<file path="src/rtl/alu_pkg.sv">
// Shared ALU definitions: op encodings, default datapath width and the
// multiply sequencer state type.
package alu_pkg;

  localparam int XLEN_DEF = 32;

  localparam logic [3:0] ALU_AND = 4'b0000;
  localparam logic [3:0] ALU_OR  = 4'b0001;
  localparam logic [3:0] ALU_ADD = 4'b0010;
  localparam logic [3:0] ALU_SUB = 4'b0110;

  typedef enum logic [1:0] {
    IDLE = 2'd0,
    RUN  = 2'd1,
    DONE = 2'd2
  } mul_seq_state_t;

endpackage

</file>
<file path="src/rtl/alu_mul_seq.sv">
// Shift-add multiplier (low 32 bits) that borrows the core's shared ALU as its adder.
// Optional macro ALU_MUL_SEQ_EARLY_EXIT_EN ends RUN once no multiplier bits remain.
module alu_mul_seq
  import alu_pkg::*;
#(
  parameter int XLEN  = XLEN_DEF,
  parameter int CNT_W = 5
) (
  input  logic            clk,
  input  logic            rst,
  input  logic            start_valid,
  output logic            start_ready,
  input  logic [XLEN-1:0] op_a,
  input  logic [XLEN-1:0] op_b,
  output logic            res_valid,
  input  logic            res_ready,
  output logic [XLEN-1:0] product,
  output logic            busy,
  output logic [3:0]      alu_op,
  output logic [XLEN-1:0] alu_a,
  output logic [XLEN-1:0] alu_b,
  input  logic [XLEN-1:0] alu_result
);

  localparam logic [CNT_W-1:0] LAST_CNT = CNT_W'(XLEN - 1);

  mul_seq_state_t  state_q, state_d;
  logic [XLEN-1:0] acc_q, acc_d;
  logic [XLEN-1:0] mcand_q, mcand_d;
  logic [XLEN-1:0] mplier_q, mplier_d;
  logic [CNT_W-1:0] cnt_q, cnt_d;

  always_ff @(posedge clk) begin
    if (rst) begin
      state_q  <= IDLE;
      acc_q    <= '0;
      mcand_q  <= '0;
      mplier_q <= '0;
      cnt_q    <= '0;
    end else begin
      state_q  <= state_d;
      acc_q    <= acc_d;
      mcand_q  <= mcand_d;
      mplier_q <= mplier_d;
      cnt_q    <= cnt_d;
    end
  end

  always_comb begin
    state_d     = state_q;
    acc_d       = acc_q;
    mcand_d     = mcand_q;
    mplier_d    = mplier_q;
    cnt_d       = cnt_q;
    start_ready = 1'b0;
    res_valid   = 1'b0;
    busy        = 1'b0;
    product     = '0;
    alu_op      = ALU_ADD;
    alu_a       = '0;
    alu_b       = '0;

    case (state_q)
      IDLE: begin
        start_ready = 1'b1;
        if (start_valid) begin
          mcand_d  = op_a;
          mplier_d = op_b;
          acc_d    = '0;
          cnt_d    = '0;
          state_d  = RUN;
        end
      end
      RUN: begin
        // One partial product per cycle, added through the shared ALU.
        busy     = 1'b1;
        alu_a    = acc_q;
        alu_b    = mplier_q[0] ? mcand_q : '0;
        acc_d    = alu_result;
        mcand_d  = mcand_q << 1;
        mplier_d = mplier_q >> 1;
        cnt_d    = cnt_q + CNT_W'(1);
        if (cnt_q == LAST_CNT) begin
          state_d = DONE;
        end
`ifdef ALU_MUL_SEQ_EARLY_EXIT_EN
        if (mplier_d == '0) begin
          state_d = DONE;
        end
`endif
      end
      DONE: begin
        res_valid = 1'b1;
        product   = acc_q;
        if (res_ready) begin
          state_d = IDLE;
        end
      end
      default: state_d = IDLE;
    endcase
  end

endmodule

</file>
<file path="config.mk">
export PLATFORM = sky130hd
export DESIGN_NAME = alu_mul_seq
export DESIGN_NICKNAME = d
export VERILOG_FILES = /design/src/rtl/alu_pkg.sv /design/src/rtl/alu_mul_seq.sv
export SDC_FILE = /design/constraint.sdc
export NUM_CORES = 1
export LEC_CHECK = 0
export BUFFER_PORTS_ARGS = -buffer_cell sky130_fd_sc_hd__buf_2
export CAP_MARGIN = 25
export CORE_MARGIN = 2
export CORE_UTILIZATION = 45
export CTS_BUF_LIST = sky130_fd_sc_hd__clkbuf_16
export CTS_CLUSTER_SIZE = 8
export DETAILED_ROUTE_END_ITERATION = 7
export GPL_TIMING_DRIVEN = 1
export HOLD_SLACK_MARGIN = 0.15
export PLACE_DENSITY_LB_ADDON = 0.05
export SKIP_LAST_GASP = 1
export SLEW_MARGIN = 10
export SYNTH_ARGS = -nofsm -noshare
export SYNTH_HDL_FRONTEND = slang
export SYNTH_SLANG_ARGS = --single-unit
</file>
<file path="constraint.sdc">
create_clock -name clk -period 4.3 [get_ports clk]
set_input_delay 1.29 -clock clk [delete_from_list [all_inputs] [get_ports clk]]
set_output_delay 1.29 -clock clk [all_outputs]
set_load 0.02 [all_outputs]
</file>
==> flow_summary_export.csv, run 1 <==
group,metric,value,unit
drt,dr.pass1.iters,5,
final_layout,fill_cells,1103,
clock_tree,cts_buffer_depth,2,
grt,antenna_found_initial,0,
drt,routed_via_density,5.26,
timing,relSlewSlack,41.1,%
yosys,synthDistinctLibCells,30,
yosys,netlist_area,5290,um2
final_layout,mostFrequentLayoutCell,"buf_2",
final_layout,final_nets,924,
final_layout,syn2layout_area_growth,24.0,%
die,die-area,12600,um2
power,p_int,1.63,mW
clock_tree,cts_tree,"done",
yosys,synth_edf_count,0,
clock_tree,hold_buffers,0,
die,start_util,46.3,%
grt,grt_pass1_vias,4743,
setup_path,r2r-start,"state_q[1]$_SDFFE_PP0P_",
timing,layout_min_cycle_time,3.69,ns
setup_path,start_kind,"flop",
timing,fmax,271,MHz
yosys,netlist_top_cells_area,"dfxtp_1, or3b_1, and2_1, nor2_1, nand2b_1",
die,fp.coreArea,11400,um2
setup_path,required,3.01,ns
timing,setup_violations,0,
clock_tree,h-tree-depth,3,
yosys,synth_top_area_share,39.0,%
placed_design,gp_congestion,0.753,
timing,setup_ws,0.614,ns
setup_path,critPathMaxStageDelay,0.70,ns
setup_path,critPathLaunch,"state_q[0]$_SDFFE_PP0P_",
final_layout,final_cells,970,
setup_path,timing.critical_path.cells,"nand2b_1 > inv_2 > buf_12 > and3_1 > buf_2",
clock_tree,clkSlewWorstSetupHoldPaths,0.07,ns
drt,first_iter_violations,379,
yosys,postSynthAreaPerCell,7.85,um2
power,seqPwrFrac,48.2,%
final_layout,utilization,57.4,%
run,maxCapViolCount,0,
placed_design,hpwl,8990,um
final_layout,drive_gt1_share,27.4,%
placed_design,io_buffers,198,
die,die_w,112,um
grt,grt_usage,21.3,%
power,p_per_area,341,nW/um2
die,io_pins,203,
clock_tree,cts_setup_buffers,0,
setup_path,arrival,2.40,ns
power,switching_power,0.605,mW
grt,grt_max_degree,113,
final_layout,final_cell_mix,"buf_2, nor2_1, dfxtp_1, and2_1, a21oi_1",
final_layout,regArea,2070,um2
die,core.rowCount,39,
clock_tree,cts_resized,0,
clock_tree,cts_buffers,9,
grt,grt_pass1_wl,22400,um
timing,fin_setup_tns,0,ns
drt,vias,5104,
yosys,synthFlopType,"dfxtp_1",
final_layout,n_antenna_cell,0,
power,switching_share,27.1,%
outcome,outcome,"completed",
yosys,yosys.area.top_type,"dfxtp_1",
yosys,seq_area_frac_synth,39.0,%
final_layout,fin_area,6560,um2
yosys,async_flop_share,0,%
final_layout,multi_input_area,2900,um2
grt,grt_overflow,0,
setup_path,path_max_fanout,112,
power,vdd_drop_max,0.231,mV
placed_design,pre_cts_ws,0.975,ns
timing,finClkSkew,0.00806,ns
setup_path,slowest_stage,"dfxtp_4",
placed_design,dp_cells,952,
timing,hold_viol,0,
placed_design,place_area,6220,um2
timing,rsz0062_at_grt,"false",
drt,drc,0,
drt,ant_nets,0,
clock_tree,insertion_delay,0.34,ns
setup_path,crit_path_end_kind,"output port",
clock_tree,root_buffer,"clkbuf_16",
yosys,yosysWarningCount,0,
drt,routed_wl,13900,um
timing,period_share,85.7,%
hold_path,hold_start,"mplier_q[7]$_SDFFE_PP0P_",
setup_path,critical_path_class,"reg2out",
timing,worstMarginPinSlew,0.883,ns
power,comb_power_share,15.0,%
hold_path,hp-class,"reg2reg",
power,p_leak,3.22,nW
die,die_h,112,um
power,clkPwrFrac,36.7,%
drt,post_drt_wl_per_cell,14.3,um
timing,final_max_slew_viol_count,0,
yosys,ys_ff_latch,103,
clock_tree,cts_sinks,103,
yosys,synth_cells,673,
==> critical path, delay by kind of cell (launching register included) <==
| family | cells | cell delay, ns |
|---|---|---|
| and+or+nand+nor | 2 | 0.64 |
| buffers and inverters | 3 | 0.70 |
| DFF | 1 | 0.70 |
==> metrics by stage <==
stage | power [mW] | hold WS, ns
after CTS | 2.26 | 0.489
after global routing | 2.34 | 0.512
after detailed placement | 1.44 | 0.476
final | 2.24 | 0.485
after floorplan | 1.33 | 0.445
after global placement | 1.43 | 0.473
==> power groups by stage <==
stage	registers, mW	clock network (mW)	logic, mW
final	1.08	0.822	0.336
after detailed placement	1.10	0	0.336
after CTS	1.08	0.841	0.337
after global routing	1.09	0.875	0.378
after floorplan	1.07	0	0.259
after global placement	1.10	0	0.327
==> path summary, 6_finish.rpt <==
check | endpoint | slack, ns | cells after the start
worst min register to register | mplier_q[7]$_SDFFE_PP0P_ | 0.49 | 2
worst max register to register | acc_q[26]$_SDFFE_PP0P_ | 2.10 | 5
worst max-delay path | alu_b[27] | 0.61 | 5
worst min-delay path | mplier_q[7]$_SDFFE_PP0P_ | 0.49 | 2
==> flip-flops by register name (all words and copies together) (netlist names) <==
register  flops
cnt_q         5
state_q       2
acc_q        32
mplier_q     32
mcand_q      32
==> layer usage <==
metal | vias to the layer above | part of all wire (%) | global-route usage, %
met4 | 0 | 1.6 | 6.99
met1 | 2355 | 47 | 28.7
li1 | 2566 | - | -
met5 | - | 0 | 0
met2 | 164 | 46 | 34.4
met3 | 19 | 6.1 | 4.21
==> cells in the mapped netlist (2+ instances only) <==
| master | number |
|---|---|
| a211oi_1 | 11 |
| a21oi_1 | 63 |
| a22oi_1 | 35 |
| and2_1 | 64 |
| and3_1 | 33 |
| buf_1 | 6 |
| buf_2 | 23 |
| buf_4 | 9 |
| clkbuf_1 | 33 |
| conb_1 | 2 |
| dfxtp_1 | 103 |
| ha_1 | 2 |
| inv_1 | 3 |
| nand2_1 | 13 |
| nand2b_1 | 53 |
| nand3_1 | 2 |
| nor2_1 | 101 |
| nor3_1 | 54 |
| or3b_1 | 52 |
==> final cells by class <==
class / instances / area share [%]
clock buffers: 9 / 3.44
clock inverters: 7 / 1.09
inverters: 4 / 0.229
multi-input cells: 497 / 44.2
flip-flops and latches: 103 / 31.5
well taps: 143 / 2.73
repair buffers: 207 / 16.8
==> logic make-up after synthesis <==
kind of cell / synth area share [%]
flops: 39.0
fa+ha+maj: 0.473
compound gates: 13.7
simple gates: 40.0
mux: 0.189
buf+inv: 6.51
other cells: 0.142
(Power assumes the default switching activity.)
==> inputs of run 2 (changes only) <==
Settings changed: ABC_AREA set to 1.
==> run 2 against run 1 <==
  * First-iteration DRC count down 27%
  * Design area down 1.9%
  * Flip-flop and latch count unchanged
  * Register-to-register slack worse by 0.13 ns
  * Worst setup slack better by 0.33 ns
  * Critical endpoint unchanged
  * Largest power group unchanged
  * Highest routed layer unchanged
==> flow_summary_export.csv, run 2 <==
group,metric,value,unit
yosys,seq_area_frac_synth,40.1,%
clock_tree,cts_setup_buffers,0,
grt,grt_max_degree,66,
setup_path,path_max_fanout,65,
timing,final_max_slew_viol_count,0,
final_layout,regArea,2060,um2
placed_design,place_area,6120,um2
drt,routed_wl,13900,um
final_layout,syn2layout_area_growth,25.1,%
drt,first_iter_violations,275,
final_layout,largestRegisters,"acc_q (32), mcand_q (32), mplier_q (32)",
yosys,synth.most_common_cell,"nand2_1",
clock_tree,h-tree-depth,3,
yosys,netlist_top_cells_area,"dfxtp_1, nand2_1, nor2_1, nand3_1, inv_1",
setup_path,start_kind,"flop",
clock_tree,cts_sinks,103,
clock_tree,insertion_delay,0.34,ns
final_layout,mostFrequentLayoutCell,"buf_2",
yosys,synth_common_cells,"nand2_1, nor2_1, nand3_1",
clock_tree,clkSlewWorstSetupHoldPaths,0.07,ns
grt,grt_overflow,0,
final_layout,fin_area,6430,um2
final_layout,drive_gt1_share,23.0,%
setup_path,r2r-start,"state_q[0]$_SDFFE_PP0P_",
setup_path,critical_path_class,"reg2out",
yosys,synthFlopType,"dfxtp_1",
yosys,async_flop_share,0,%
placed_design,gp_congestion,0.804,
drt,dr.pass1.iters,5,
timing,relSlewSlack,36.5,%
final_layout,final_nets,1093,
timing,layout_min_cycle_time,3.36,ns
power,p_per_area,350,nW/um2
placed_design,io_buffers,198,
grt,grt_pass1_vias,4749,
yosys,yosysWarningCount,0,
die,die_w,111,um
power,vdd_drop_max,0.220,mV
clock_tree,cts_resized,0,
hold_path,hp-class,"reg2reg",
clock_tree,cts_buffers,9,
grt,antenna_found_initial,0,
die,fp.coreArea,11300,um2
timing,finClkSkew,0.00914,ns
die,core.rowCount,39,
timing,setup_violations,0,
yosys,synth_top_area_share,40.1,%
drt,routed_via_density,4.76,
die,start_util,45.6,%
yosys,netlist_area,5140,um2
final_layout,n_antenna_cell,0,
yosys,postSynthAreaPerCell,6.17,um2
final_layout,final_cell_mix,"buf_2, nand2_1, nor2_1, nand3_1, dfxtp_1",
die,die-area,12300,um2
setup_path,reg2reg_to,"mplier_q[29]$_SDFFE_PP0P_",
clock_tree,cts_tree,"done",
drt,wirelength_met1,6600,um
yosys,yosys.area.top_type,"dfxtp_1",
setup_path,crit_path_end_kind,"output port",
setup_path,worst-r2r-setup-slack,1.97,ns
yosys,ys_ff_latch,103,
run,maxCapViolCount,0,
setup_path,r2r_cells,6,
clock_tree,root_buffer,"clkbuf_16",
setup_path,required,3.01,ns
timing,worstMarginPinSlew,0.952,ns
clock_tree,cts_buffer_depth,2,
power,p_leak,3.27,nW
timing,hold_viol,0,
setup_path,arrival,2.07,ns
drt,wl_met2,6290,um
timing,fin_setup_tns,0,ns
yosys,synth_cells,833,
drt,top_layer_used,"met4",
yosys,synth_edf_count,0,
drt,route.met3.wl,837,um
timing,fmax,298,MHz
yosys,synthDistinctLibCells,19,
timing,period_share,78.1,%
grt,grt_usage,22.4,%
drt,vias,5419,
die,io_pins,203,
drt,post_drt_wl_per_cell,12.2,um
clock_tree,hold_buffers,0,
setup_path,critPathLaunch,"state_q[0]$_SDFFE_PP0P_",
final_layout,multi_input_area,2420,um2
drt,drc,0,
final_layout,fill_cells,1181,
placed_design,hpwl,9380,um
die,die_h,111,um
timing,rsz0062_at_grt,"false",
outcome,outcome,"completed",
setup_path,crit_path_end,"alu_b[27]",
grt,grt_pass1_wl,23000,um
drt,ant_nets,0,
-- run 2: cell types whose count changed after synthesis, sizes merged, moves of 38 or more --
| cell | change |
|---|---|
| nand2 | +181 |
| nor3 | -38 |
| nand2b | -53 |
| and2 | -64 |
| nand3 | +105 |
| or3b | -52 |
| inv | +98 |
| nor2 | +68 |
-- run 2: how the worst min path moves through the flow --
stage / startpoint / end / slack [ns] / cells past startpoint
2_1_floorplan: acc_q[10]$_SDFFE_PP0P_ / acc_q[10]$_SDFFE_PP0P_ / 0.44 / 2
3_3_place_gp: acc_q[26]$_SDFFE_PP0P_ / acc_q[26]$_SDFFE_PP0P_ / 0.45 / 2
3_5_place_dp: acc_q[17]$_SDFFE_PP0P_ / acc_q[17]$_SDFFE_PP0P_ / 0.45 / 2
4_1_cts: acc_q[24]$_SDFFE_PP0P_ / acc_q[24]$_SDFFE_PP0P_ / 0.46 / 2
5_1_grt: acc_q[11]$_SDFFE_PP0P_ / acc_q[11]$_SDFFE_PP0P_ / 0.47 / 2
6_report: acc_q[11]$_SDFFE_PP0P_ / acc_q[11]$_SDFFE_PP0P_ / 0.46 / 2
-- run 2: report_power, final --
part / switching [mW] / internal, mW / total (mW)
registers: 0.0322 / 1.01 / 1.05
logic: 0.224 / 0.120 / 0.344
clock network: 0.358 / 0.506 / 0.864
-- run 2: cell families (layout without fill, tap and decap cells) --
| kind of cell | after synthesis | in the layout | share of synthesized area (%) |
|---|---|---|---|
| AOI/OAI and AO/OA | 74 | 74 | 7.33 |
| other | 2 | 4 | 0.146 |
| and+or+nand+nor | 486 | 486 | 38.6 |
| adders and majority gates | 2 | 2 | 0.487 |
| buffers and inverters | 166 | 326 | 13.4 |
| DFF | 103 | 103 | 40.1 |
-- run 2: final cells by class --
| class | count | share of cell area [%] |
|---|---|---|
| Clock buffer | 9 | 3.50 |
| Clock inverter | 6 | 1.32 |
| Inverter | 102 | 5.95 |
| Multi-Input combinational cell | 566 | 37.7 |
| Sequential cell | 103 | 32.1 |
| Tap cell | 143 | 2.78 |
| Timing Repair Buffer | 209 | 16.7 |
-- run 2: routing by layer --
metal | vias to the layer above | GRT usage (%)
li1 | 2862 | -
met1 | 2391 | 30.9
met2 | 152 | 36.2
met3 | 14 | 3.88
met4 | 0 | 6.42
met5 | - | 0
-- run 2: worst max-delay path, cell delays in order (launching register included) --
cell     delay, ns
dfxtp_1       0.55
nand2_4       0.45
buf_4         0.38
nor3_1        0.14
buf_2         0.19
-- run 2: metrics by stage --
stage	hold slack (ns)	instances	setup WS (ns)	total power, mW	utilization [%]
2_1_floorplan	0.441	835	1.55	1.31	-
3_3_place_gp	0.450	1123	1.31	1.41	54.3
3_5_place_dp	0.454	1123	1.30	1.41	54.3
4_1_cts	0.464	1138	0.932	2.27	57.1
5_1_grt	0.475	1138	0.722	2.36	57.1
6_report	0.460	1138	0.941	2.25	57.1
==> inputs of run 3 (changes only) <==
Clock period 4.3 ns to 3.2 ns, I/O delays scaled along.
==> run 3 against run 2 <==
  * Die area is the same
  * Non-clock buffer count grew 3
  * Clock power grew 19%
  * Via count shrank 0.18%
  * Clock skew is essentially flat
  * Register-to-register slack lost 0.93 ns
  * Total power grew 29%
  * First-iteration DRC count grew 16%
  * Utilization grew 0.055 points
  * Design area is essentially flat
  * Global-route usage grew 0.24 points
==> flow_summary_export.csv, run 3 (synthesis gave the netlist of run 2 again) <==
group,metric,value,unit
timing,fmax,350,MHz
setup_path,arrival,1.90,ns
run,maxCapViolCount,0,
final_layout,drive_gt1_share,23.3,%
outcome,outcome,"completed",
timing,hold_viol,0,
timing,worstMarginPinSlew,0.664,ns
power,p_leak,3.27,nW
timing,period_share,89.3,%
timing,finClkSkew,0.00866,ns
setup_path,start_kind,"flop",
drt,routed_wl,14100,um
timing,rsz0062_at_grt,"false",
setup_path,slowest_stage,"dfxtp_1",
grt,grt_overflow,0,
grt,top_usage_layer,"met2",
final_layout,largestRegisters,"acc_q (32), mcand_q (32), mplier_q (32)",
timing,setup_violations,0,
timing,final_max_slew_viol_count,0,
final_layout,syn2layout_area_growth,25.2,%
power,p_per_area,450,nW/um2
setup_path,critPathTopFamily,"simple AND/OR/NAND/NOR gates",
hold_path,hp-class,"reg2reg",
die,core.rowCount,39,
grt,grt_max_degree,58,
setup_path,critical_path_class,"reg2out",
final_layout,final_cells,1143,
grt,grtUsageMet2,36.2,%
placed_design,place_area,6140,um2
die,die-area,12300,um2
timing,setup_ws,0.344,ns
timing,layout_min_cycle_time,2.86,ns
placed_design,gp_congestion,0.790,
power,finalPower,2.90,mW
timing,relSlewSlack,55.7,%
setup_path,path_max_fanout,21,
placed_design,pre_cts_ws,0.613,ns
drt,routed_via_density,4.73,
die,die_h,111,um
die,fp.coreArea,11300,um2
placed_design,hpwl,9320,um
clock_tree,cts_setup_buffers,0,
die,io_pins,203,
die,start_util,45.6,%
grt,grt_usage,22.6,%
setup_path,required,2.24,ns
final_layout,fin_area,6440,um2
setup_path,critPathMaxStageDelay,0.54,ns
drt,first_iter_violations,319,
clock_tree,insertion_delay,0.34,ns
clock_tree,cts_buffers,9,
drt,ant_nets,0,
clock_tree,h-tree-depth,3,
grt,met1_usage,31.4,%
clock_tree,clkSlewWorstSetupHoldPaths,0.07,ns
placed_design,dp_cells,1125,
clock_tree,cts_sinks,103,
grt,grt_use_met3,4.87,%
drt,dr.pass1.iters,4,
grt,grt_pass1_wl,23300,um
placed_design,io_buffers,198,
clock_tree,cts_buffer_depth,2,
final_layout,mostFrequentLayoutCell,"buf_2",
setup_path,timing.critical_path.cells,"inv_2 > nor2_4 > nand2_1 > nor2_1 > buf_2",
die,die_w,111,um
timing,fin_setup_tns,0,ns
grt,antenna_found_initial,2,
setup_path,crit_path_end_kind,"output port",
final_layout,final_cell_mix,"buf_2, nand2_1, nor2_1, nand3_1, dfxtp_1",
drt,drc,0,
setup_path,crit_buf_inv,2,
clock_tree,root_buffer,"clkbuf_16",
final_layout,final_nets,1096,
clock_tree,cts_tree,"done",
clock_tree,cts_resized,0,
clock_tree,hold_buffers,0,
power,vdd_drop_max,0.308,mV
drt,post_drt_wl_per_cell,12.3,um
grt,grt_pass1_vias,4744,
drt,vias,5409,
==> run 3: cell types whose count changed in the layout (fill, tap and decap cells not counted), sizes merged <==
cell / change
buf: +3
inv: +2
diode: +1
bufinv: -2
clkinvlp: +1
==> run 3: area by class of cell <==
class | count | area, um2
inverters | 102 | 383
clock inverters | 7 | 46.3
flip-flops and latches | 103 | 2060
fillers | 1184 | 4830
well taps | 143 | 179
clock buffers | 9 | 225
diodes | 1 | 2.50
multi-input cells | 566 | 2420
repair buffers | 212 | 1120
==> run 3: worst paths after layout <==
check                                             start                       to  slack, ns  cells after the start
worst max-delay path            state_q[0]$_SDFFE_PP0P_                alu_b[29]       0.34                      5
worst min-delay path              acc_q[6]$_SDFFE_PP0P_    acc_q[6]$_SDFFE_PP0P_       0.46                      2
worst max register to register  state_q[1]$_SDFFE_PP0P_  mcand_q[3]$_SDFFE_PP0P_       1.04                      6
worst min register to register    acc_q[6]$_SDFFE_PP0P_    acc_q[6]$_SDFFE_PP0P_       0.46                      2
==> run 3: worst min-delay path, stage by stage, from the launching register on <==
cell,delay (ns)
dfxtp_1,0.31
nand2_1,0.06
a21oi_1,0.05
==> run 3: layer usage <==
metal | vias to the layer above | part of all wire [%] | routed length, um
met5 | - | 0.092 | 13
met1 | 2382 | 49 | 6870
met4 | 2 | 1.2 | 170
li1 | 2870 | - | -
met2 | 138 | 45 | 6290
met3 | 17 | 5.4 | 765
==> run 3: power by group <==
group          total (mW)  switching (mW)  internal, mW  leakage, nW
clock network        1.03           0.497         0.528        0.133
logic               0.468           0.304         0.163         2.30
registers            1.40          0.0419          1.36        0.845
total                2.90           0.844          2.05         3.27
==> run 3: stage by stage <==
step                hold WS [ns]  util (%)
floorplan                  0.441         -
global placement           0.450      54.4
detailed placement         0.452      54.4
CTS                        0.464      56.9
global route               0.480      57.1
finish                     0.462      57.1
